File: config.mk
export PLATFORM = sky130hd
export DESIGN_NAME = tile_blitter
export DESIGN_NICKNAME = d
export VERILOG_FILES = /design/src/rtl/tile_pkg.sv /design/src/rtl/tile_byte_fetcher.sv /design/src/rtl/tile_blitter.sv
export SDC_FILE = /design/constraint.sdc
export NUM_CORES = 1
export LEC_CHECK = 0
export CORE_ASPECT_RATIO = 0.75
export CORE_MARGIN = 2
export CORE_UTILIZATION = 30
export CTS_CLUSTER_DIAMETER = 60
export CTS_CLUSTER_SIZE = 14
export DETAILED_ROUTE_END_ITERATION = 10
export REMOVE_ABC_BUFFERS = 1
export SYNTH_ARGS = -nofsm -noshare
export SYNTH_HDL_FRONTEND = slang
export SYNTH_SLANG_ARGS = --single-unit
export TNS_END_PERCENT = 10
File: constraint.sdc
create_clock -name clk -period 11.9 [get_ports clk]
set_clock_uncertainty 0.2 [all_clocks]
set_input_delay 2.38 -clock clk [delete_from_list [all_inputs] [get_ports clk]]
set_output_delay 2.38 -clock clk [all_outputs]
set_load 0.01 [all_outputs]
File: src/rtl/tile_pkg.sv
// tile_pkg: state encoding and address helpers shared by the tile blitter files
package tile_pkg;
    typedef enum logic [2:0] {IDLE, FETCH, CAPTURE, EMIT, ADVANCE, DONE} state_t;
    // Counter width for a dimension of n pixels (COL_W = cnt_w(TILE_W), ROW_W = cnt_w(TILE_H))
    function automatic int cnt_w(int n);
        return n > 1 ? $clog2(n) : 1;
    endfunction
    // Byte offset of byte b of pixel (row, col) within a row-major packed tile
    function automatic int unsigned pix_byte_offset(int unsigned row, int unsigned col, int unsigned b,
                                                    int unsigned tile_w, int unsigned bpp);
        return (row * tile_w + col) * bpp + b;
    endfunction
endpackage

File: src/rtl/tile_byte_fetcher.sv
// tile_byte_fetcher: registers a ROM byte address and times out the ROM read latency
//   clk, resetn     clock, async active-low reset
//   req, addr       load addr onto rom_addr and start the latency wait
//   rom_addr        registered ROM address
//   fetch_done      high in the last wait cycle; rom_data is valid in the following cycle
module tile_byte_fetcher
    import tile_pkg::*;
#(
    parameter int ADDR_W      = 12,
    parameter int ROM_LATENCY = 1
) (
    input  logic              clk,
    input  logic              resetn,
    input  logic              req,
    input  logic [ADDR_W-1:0] addr,
    output logic [ADDR_W-1:0] rom_addr,
    output logic              fetch_done
);
    logic [1:0] cnt;
    logic       pending;

    assign fetch_done = pending && cnt == 2'd0;

    always_ff @(posedge clk or negedge resetn) begin
        if (!resetn) begin
            rom_addr <= '0;
            cnt      <= '0;
            pending  <= 1'b0;
        end else if (req) begin
            rom_addr <= addr;
            cnt      <= 2'(ROM_LATENCY - 1);
            pending  <= 1'b1;
        end else if (pending) begin
            cnt     <= cnt == 2'd0 ? cnt : cnt - 2'd1;
            pending <= cnt != 2'd0;
        end
    end
endmodule

File: src/rtl/tile_blitter.sv
// tile_blitter: copies one TILE_W x TILE_H tile from byte ROM into a valid/ready pixel stream
//   clk, resetn                          clock, async active-low reset
//   start, tile_base, x_origin, y_origin,
//   flip_x, flip_y                       blit request, sampled in IDLE only
//   busy, done                           blit in progress / one-cycle completion pulse
//   rom_addr, rom_data                   tile ROM byte port (ROM_LATENCY cycles)
//   pix_valid, pix_ready                 pixel beat handshake
//   pix_x, pix_y, pix_rgb                destination coordinate and colour of the beat
module tile_blitter
    import tile_pkg::*;
#(
    parameter int          TILE_W      = 8,
    parameter int          TILE_H      = 8,
    parameter int          COORD_W     = 8,
    parameter int          ADDR_W      = 12,
    parameter int          BPP         = 3,
    parameter int          ROM_LATENCY = 1,
    parameter int          KEY_EN      = 1,
    parameter logic [23:0] KEY_RGB     = 24'hFF00FF
) (
    input  logic               clk,
    input  logic               resetn,
    input  logic               start,
    input  logic [ADDR_W-1:0]  tile_base,
    input  logic [COORD_W-1:0] x_origin,
    input  logic [COORD_W-1:0] y_origin,
    input  logic               flip_x,
    input  logic               flip_y,
    output logic               busy,
    output logic               done,
    output logic [ADDR_W-1:0]  rom_addr,
    input  logic [7:0]         rom_data,
    output logic               pix_valid,
    input  logic               pix_ready,
    output logic [COORD_W-1:0] pix_x,
    output logic [COORD_W-1:0] pix_y,
    output logic [23:0]        pix_rgb
);
    localparam int COL_W = cnt_w(TILE_W);
    localparam int ROW_W = cnt_w(TILE_H);
    localparam logic [COL_W-1:0] COL_MAX  = COL_W'(TILE_W - 1);
    localparam logic [ROW_W-1:0] ROW_MAX  = ROW_W'(TILE_H - 1);
    localparam logic [1:0]       BYTE_MAX = 2'(BPP - 1);

    state_t             state, state_n;
    logic [COL_W-1:0]   col, col_n;
    logic [ROW_W-1:0]   row, row_n;
    logic [1:0]         byte_idx, byte_n;
    logic [ADDR_W-1:0]  base_l, base_n, fetch_addr;
    logic [COORD_W-1:0] x_l, y_l;
    logic               flip_x_l, flip_y_l;
    logic [15:0]        acc;
    logic [23:0]        acc_n;
    logic               fetch_req, fetch_done, key_hit, last_byte;

    // Bytes arrive MSB first; acc is cleared per pixel so BPP<3 colours come out zero-extended
    assign acc_n      = {acc, rom_data};
    assign key_hit    = KEY_EN != 0 && acc_n == KEY_RGB;
    assign last_byte  = byte_idx == BYTE_MAX;
    assign busy       = state != IDLE && state != DONE;
    assign done       = state == DONE;
    // The address is issued on the edge entering FETCH so FETCH lasts exactly ROM_LATENCY cycles
    assign fetch_req  = state_n == FETCH && state != FETCH;
    assign fetch_addr = base_n + ADDR_W'(pix_byte_offset(32'(row_n), 32'(col_n), 32'(byte_n), TILE_W, BPP));

    tile_byte_fetcher #(.ADDR_W(ADDR_W), .ROM_LATENCY(ROM_LATENCY)) u_fetch (
        .clk(clk),
        .resetn(resetn),
        .req(fetch_req),
        .addr(fetch_addr),
        .rom_addr(rom_addr),
        .fetch_done(fetch_done)
    );

    always_comb begin
        state_n = state;
        col_n   = col;
        row_n   = row;
        byte_n  = byte_idx;
        base_n  = base_l;
        case (state)
            IDLE: if (start) begin
                state_n = FETCH;
                col_n   = '0;
                row_n   = '0;
                byte_n  = '0;
                base_n  = tile_base;
            end
            FETCH:   state_n = fetch_done ? CAPTURE : FETCH;
            CAPTURE: begin
                state_n = last_byte ? EMIT : FETCH;
                byte_n  = last_byte ? byte_idx : byte_idx + 2'd1;
            end
            // pix_valid low here means the pixel was keyed out
            EMIT:    state_n = (!pix_valid || pix_ready) ? ADVANCE : EMIT;
            ADVANCE: begin
                byte_n  = '0;
                col_n   = col == COL_MAX ? '0 : col + 1'b1;
                row_n   = col == COL_MAX ? row + 1'b1 : row;
                state_n = (col == COL_MAX && row == ROW_MAX) ? DONE : FETCH;
            end
            DONE:    state_n = IDLE;
            default: state_n = IDLE;
        endcase
    end

    always_ff @(posedge clk or negedge resetn) begin
        if (!resetn) begin
            state     <= IDLE;
            col       <= '0;
            row       <= '0;
            byte_idx  <= '0;
            base_l    <= '0;
            x_l       <= '0;
            y_l       <= '0;
            flip_x_l  <= 1'b0;
            flip_y_l  <= 1'b0;
            acc       <= '0;
            pix_valid <= 1'b0;
            pix_x     <= '0;
            pix_y     <= '0;
            pix_rgb   <= '0;
        end else begin
            state    <= state_n;
            col      <= col_n;
            row      <= row_n;
            byte_idx <= byte_n;
            base_l   <= base_n;
            if (state == IDLE && start) begin
                x_l      <= x_origin;
                y_l      <= y_origin;
                flip_x_l <= flip_x;
                flip_y_l <= flip_y;
            end
            if (state == CAPTURE)
                acc <= acc_n[15:0];
            else if (state == ADVANCE || state == IDLE)
                acc <= '0;
            if (state == CAPTURE && last_byte) begin
                pix_valid <= !key_hit;
                pix_x     <= x_l + (flip_x_l ? COORD_W'(COL_MAX - col) : COORD_W'(col));
                pix_y     <= y_l + (flip_y_l ? COORD_W'(ROW_MAX - row) : COORD_W'(row));
                pix_rgb   <= acc_n;
            end else if (pix_valid && pix_ready)
                pix_valid <= 1'b0;
        end
    end
endmodule

==> flow_metrics.py <==
metrics = {
    "clocking": {
        "numCtsBuffers": 17,
        "post_cts_buffers": 0,
        "clk_latency_ns": 0.41,
        "hold_buffers": 0,
        "clock_sinks": 113,
        "clock-root-buffer": "clkbuf_16",
        "cts.repair.resized": 0,
        "h-tree-depth": 4,
        "ctsLongestPathBuffers": 2,
        "path_clk_slew_ns": 0.05,
        "cts_tree": "yes",
    },
    "yosys": {
        "synth_area_per_cell_um2": 12.5,
        "syn_area_um2": 5590,
        "yosysTopAreaCell": "dfrtp_1",
        "seq_area_frac_synth": 0.506,
        "post-synth-top-area-fraction": 0.506,
        "synth_area_leaders": "dfrtp_1, mux2_2, ha_1, a22o_1, fa_1",
        "synthFlopType": "dfrtp_1",
        "synth.ff_latch_count": 113,
        "yosys_warnings": 0,
        "async_reset_ff_frac": 1.00,
        "synth_edf_count": 0,
        "ys_types": 45,
        "synthCells": 449,
    },
    "critical_path": {
        "ff2ff_path_depth": 13,
        "critPathLaunchType": "input port",
        "worstPathRequired_ns": 11.98,
        "ff2ff_setup_slack_ns": 6.95,
        "end_kind": "flop",
        "path_class": "in -> reg",
        "critPathMaxFanout": 33,
        "crit_arrival_ns": 6.13,
        "reg2reg_to": "u_fetch.rom_addr[8]",
        "timing.rr.start": "state[1]",
    },
    "power_and_ir_drop": {
        "p_sw_frac": 0.329,
        "seqPwrFrac": 0.324,
        "p_per_area_nw_per_um2": 256,
        "p_int_mw": 1.27,
        "leakagePower_nw": 3.36,
        "pwr-share-comb": 0.387,
        "p_sw_uw": 625,
        "finalPower_mw": 1.90,
        "peakVddDrop_mv": 0.119,
        "pwr-share-clk": 0.288,
    },
    "floorplan": {
        "initial_utilization": 0.304,
        "die_area_um2": 19800,
        "die_x_um": 162,
        "die_h_um": 122,
        "placementRows": 43,
        "core-area_um2": 18400,
        "io_pins": 97,
    },
    "sta": {
        "slew_headroom": 0.246,
        "grt_setup_unrepaired": "false",
        "fin_crit_sh": 0.509,
        "setup_slack_ns": 5.85,
        "timing.fmax_mhz": 165,
        "tightest_slew_ns": 1.13,
        "setup_viol": 0,
        "period_needed_ns": 6.05,
        "maxSlewViolCount": 0,
        "tns_ns": 0,
        "holdWs_ns": 0.284,
        "hold_violations": 0,
    },
    "drt": {
        "first_pass_iters": 7,
        "drcViolationCount": 0,
        "drtAntennaViolNets": 0,
        "via_per_inst": 4.67,
        "vias": 3771,
        "drt_iter0_markers": 163,
        "wl_per_cell_um": 15.2,
        "wl_um": 12300,
    },
    "finish": {
        "area_delta_synth_final_pct": 32.7,
        "layout_commonest_cell": "dfrtp_1",
        "antenna_cells": 0,
        "fillerInstances": 1773,
        "final_util": 0.403,
        "drive_gt1_frac": 0.182,
        "final_area_um2": 7420,
        "nNetsFinal": 629,
        "layoutNonFillerInstCount": 807,
        "mostFrequentLayoutCells": "dfrtp_1, clkdlybuf4s50_1, mux2_2",
    },
    "placed_design": {
        "io_buffers": 96,
        "dpl.cell_count": 776,
        "hpwl_um": 8520,
        "post-place-ws_ns": 5.40,
        "post_dp_cell_area_um2": 6790,
        "gp_congestion": 0.732,
    },
    "worst_hold_path": {
        "min-delay-start": "u_fetch.rom_addr[5]",
        "hold_end": "u_fetch.rom_addr[5]",
        "min_path_type": "reg -> reg",
        "holdPathStages": 2,
    },
    "grt": {
        "grtUsageTotal": 0.133,
        "grt_pass1_wl_um": 20100,
        "grt_max_degree": 66,
        "grt-ovfl-total": 0,
        "grt_pass1_vias": 3925,
        "antenna_found_initial": 0,
    },
    "run_status": {
        "status": "complete, no violations",
    },
    "run": {
        "max_cap_violations": 0,
    },
}
sequential cells by signal, indices dropped and copies added (netlist names), 2 cells and up:
register and count:
base_l 12, acc 16, pix_x 8, pix_y 8
x_l 8, col 3, row 3, u_fetch.cnt 2
y_l 8, u_fetch.rom_addr 12, pix_rgb 24, state 3
byte_idx 2
power by group through the flow:
stage,Sequential (mW),Combinational (mW),Clock (mW)
2_1_floorplan,0.639,0.445,0
3_3_place_gp,0.614,0.728,0
3_5_place_dp,0.623,0.741,0
4_1_cts,0.618,0.748,0.559
5_1_grt,0.636,0.824,0.579
6_report,0.616,0.735,0.547
area by class of cell:
cell class                 count  area, µm²  area share
timing repair buffer         101        996       0.134
clock inverter                11        186      0.0251
multi-input combinational    300       2600       0.350
clock buffer                  20        447      0.0602
tap                          247        309      0.0416
sequential                   113       2830       0.381
inverter                      15       56.3     0.00759
critical path, stage by stage:
cell,delay (ns)
clkdlybuf4s50_1,0.50
nor4b_4,0.19
buf_4,0.44
mux2_2,0.42
fa_1,0.46
ha_1,0.34
fa_1,0.47
a21o_1,0.17
a21oi_1,0.26
o31ai_1,0.15
nand3_1,0.11
xor2_1,0.15
o21ai_1,0.07
layer usage:
metal | track usage | wire, µm | up-vias
li1 | - | - | 1814
met1 | 0.177 | 6050 | 1850
met2 | 0.200 | 5340 | 97
met3 | 0.0554 | 777 | 10
met4 | 0.0348 | 100 | 0
met5 | 0 | 0 | -
cells by family after synthesis:
family / count (synthesis) / share of synthesized area
xor gates and xnor gates: 27 / 0.0423
adders and majority gates: 39 / 0.0994
muxes: 66 / 0.132
buffers and inverters: 36 / 0.0293
AOI/OAI and AO/OA: 94 / 0.120
DFF: 113 / 0.506
and+or+nand+nor: 74 / 0.0710
cell usage after synthesis (2+ instances only):
library cell / number
a21oi_1: 24
fa_1: 9
nand2_1: 21
a22o_1: 32
a32o_1: 3
a22oi_1: 2
a21o_1: 6
nor2_1: 21
clkbuf_1: 6
o21ai_1: 2
nand4b_1: 2
buf_2: 8
xnor2_1: 13
buf_1: 2
nor2b_1: 7
a31oi_1: 2
nor4_1: 2
ha_1: 30
nand4_1: 3
dfrtp_1: 113
buf_4: 5
inv_1: 15
o21ai_0: 11
nand2b_1: 2
o31ai_1: 4
nand3_1: 6
xor2_1: 14
mux2_2: 61
mux2i_1: 5
o21a_1: 3
worst max-delay path by stage:
stage	startpoint	to	slack, ns	depth (start not counted)
floorplan	start	u_fetch.rom_addr[11]	5.56	11
global placement	start	u_fetch.rom_addr[11]	5.46	13
detailed placement	start	u_fetch.rom_addr[11]	5.40	13
CTS	start	u_fetch.rom_addr[11]	5.83	13
global route	start	u_fetch.rom_addr[8]	5.62	14
finish	start	u_fetch.rom_addr[11]	5.85	13
(Power assumes the default switching activity.)
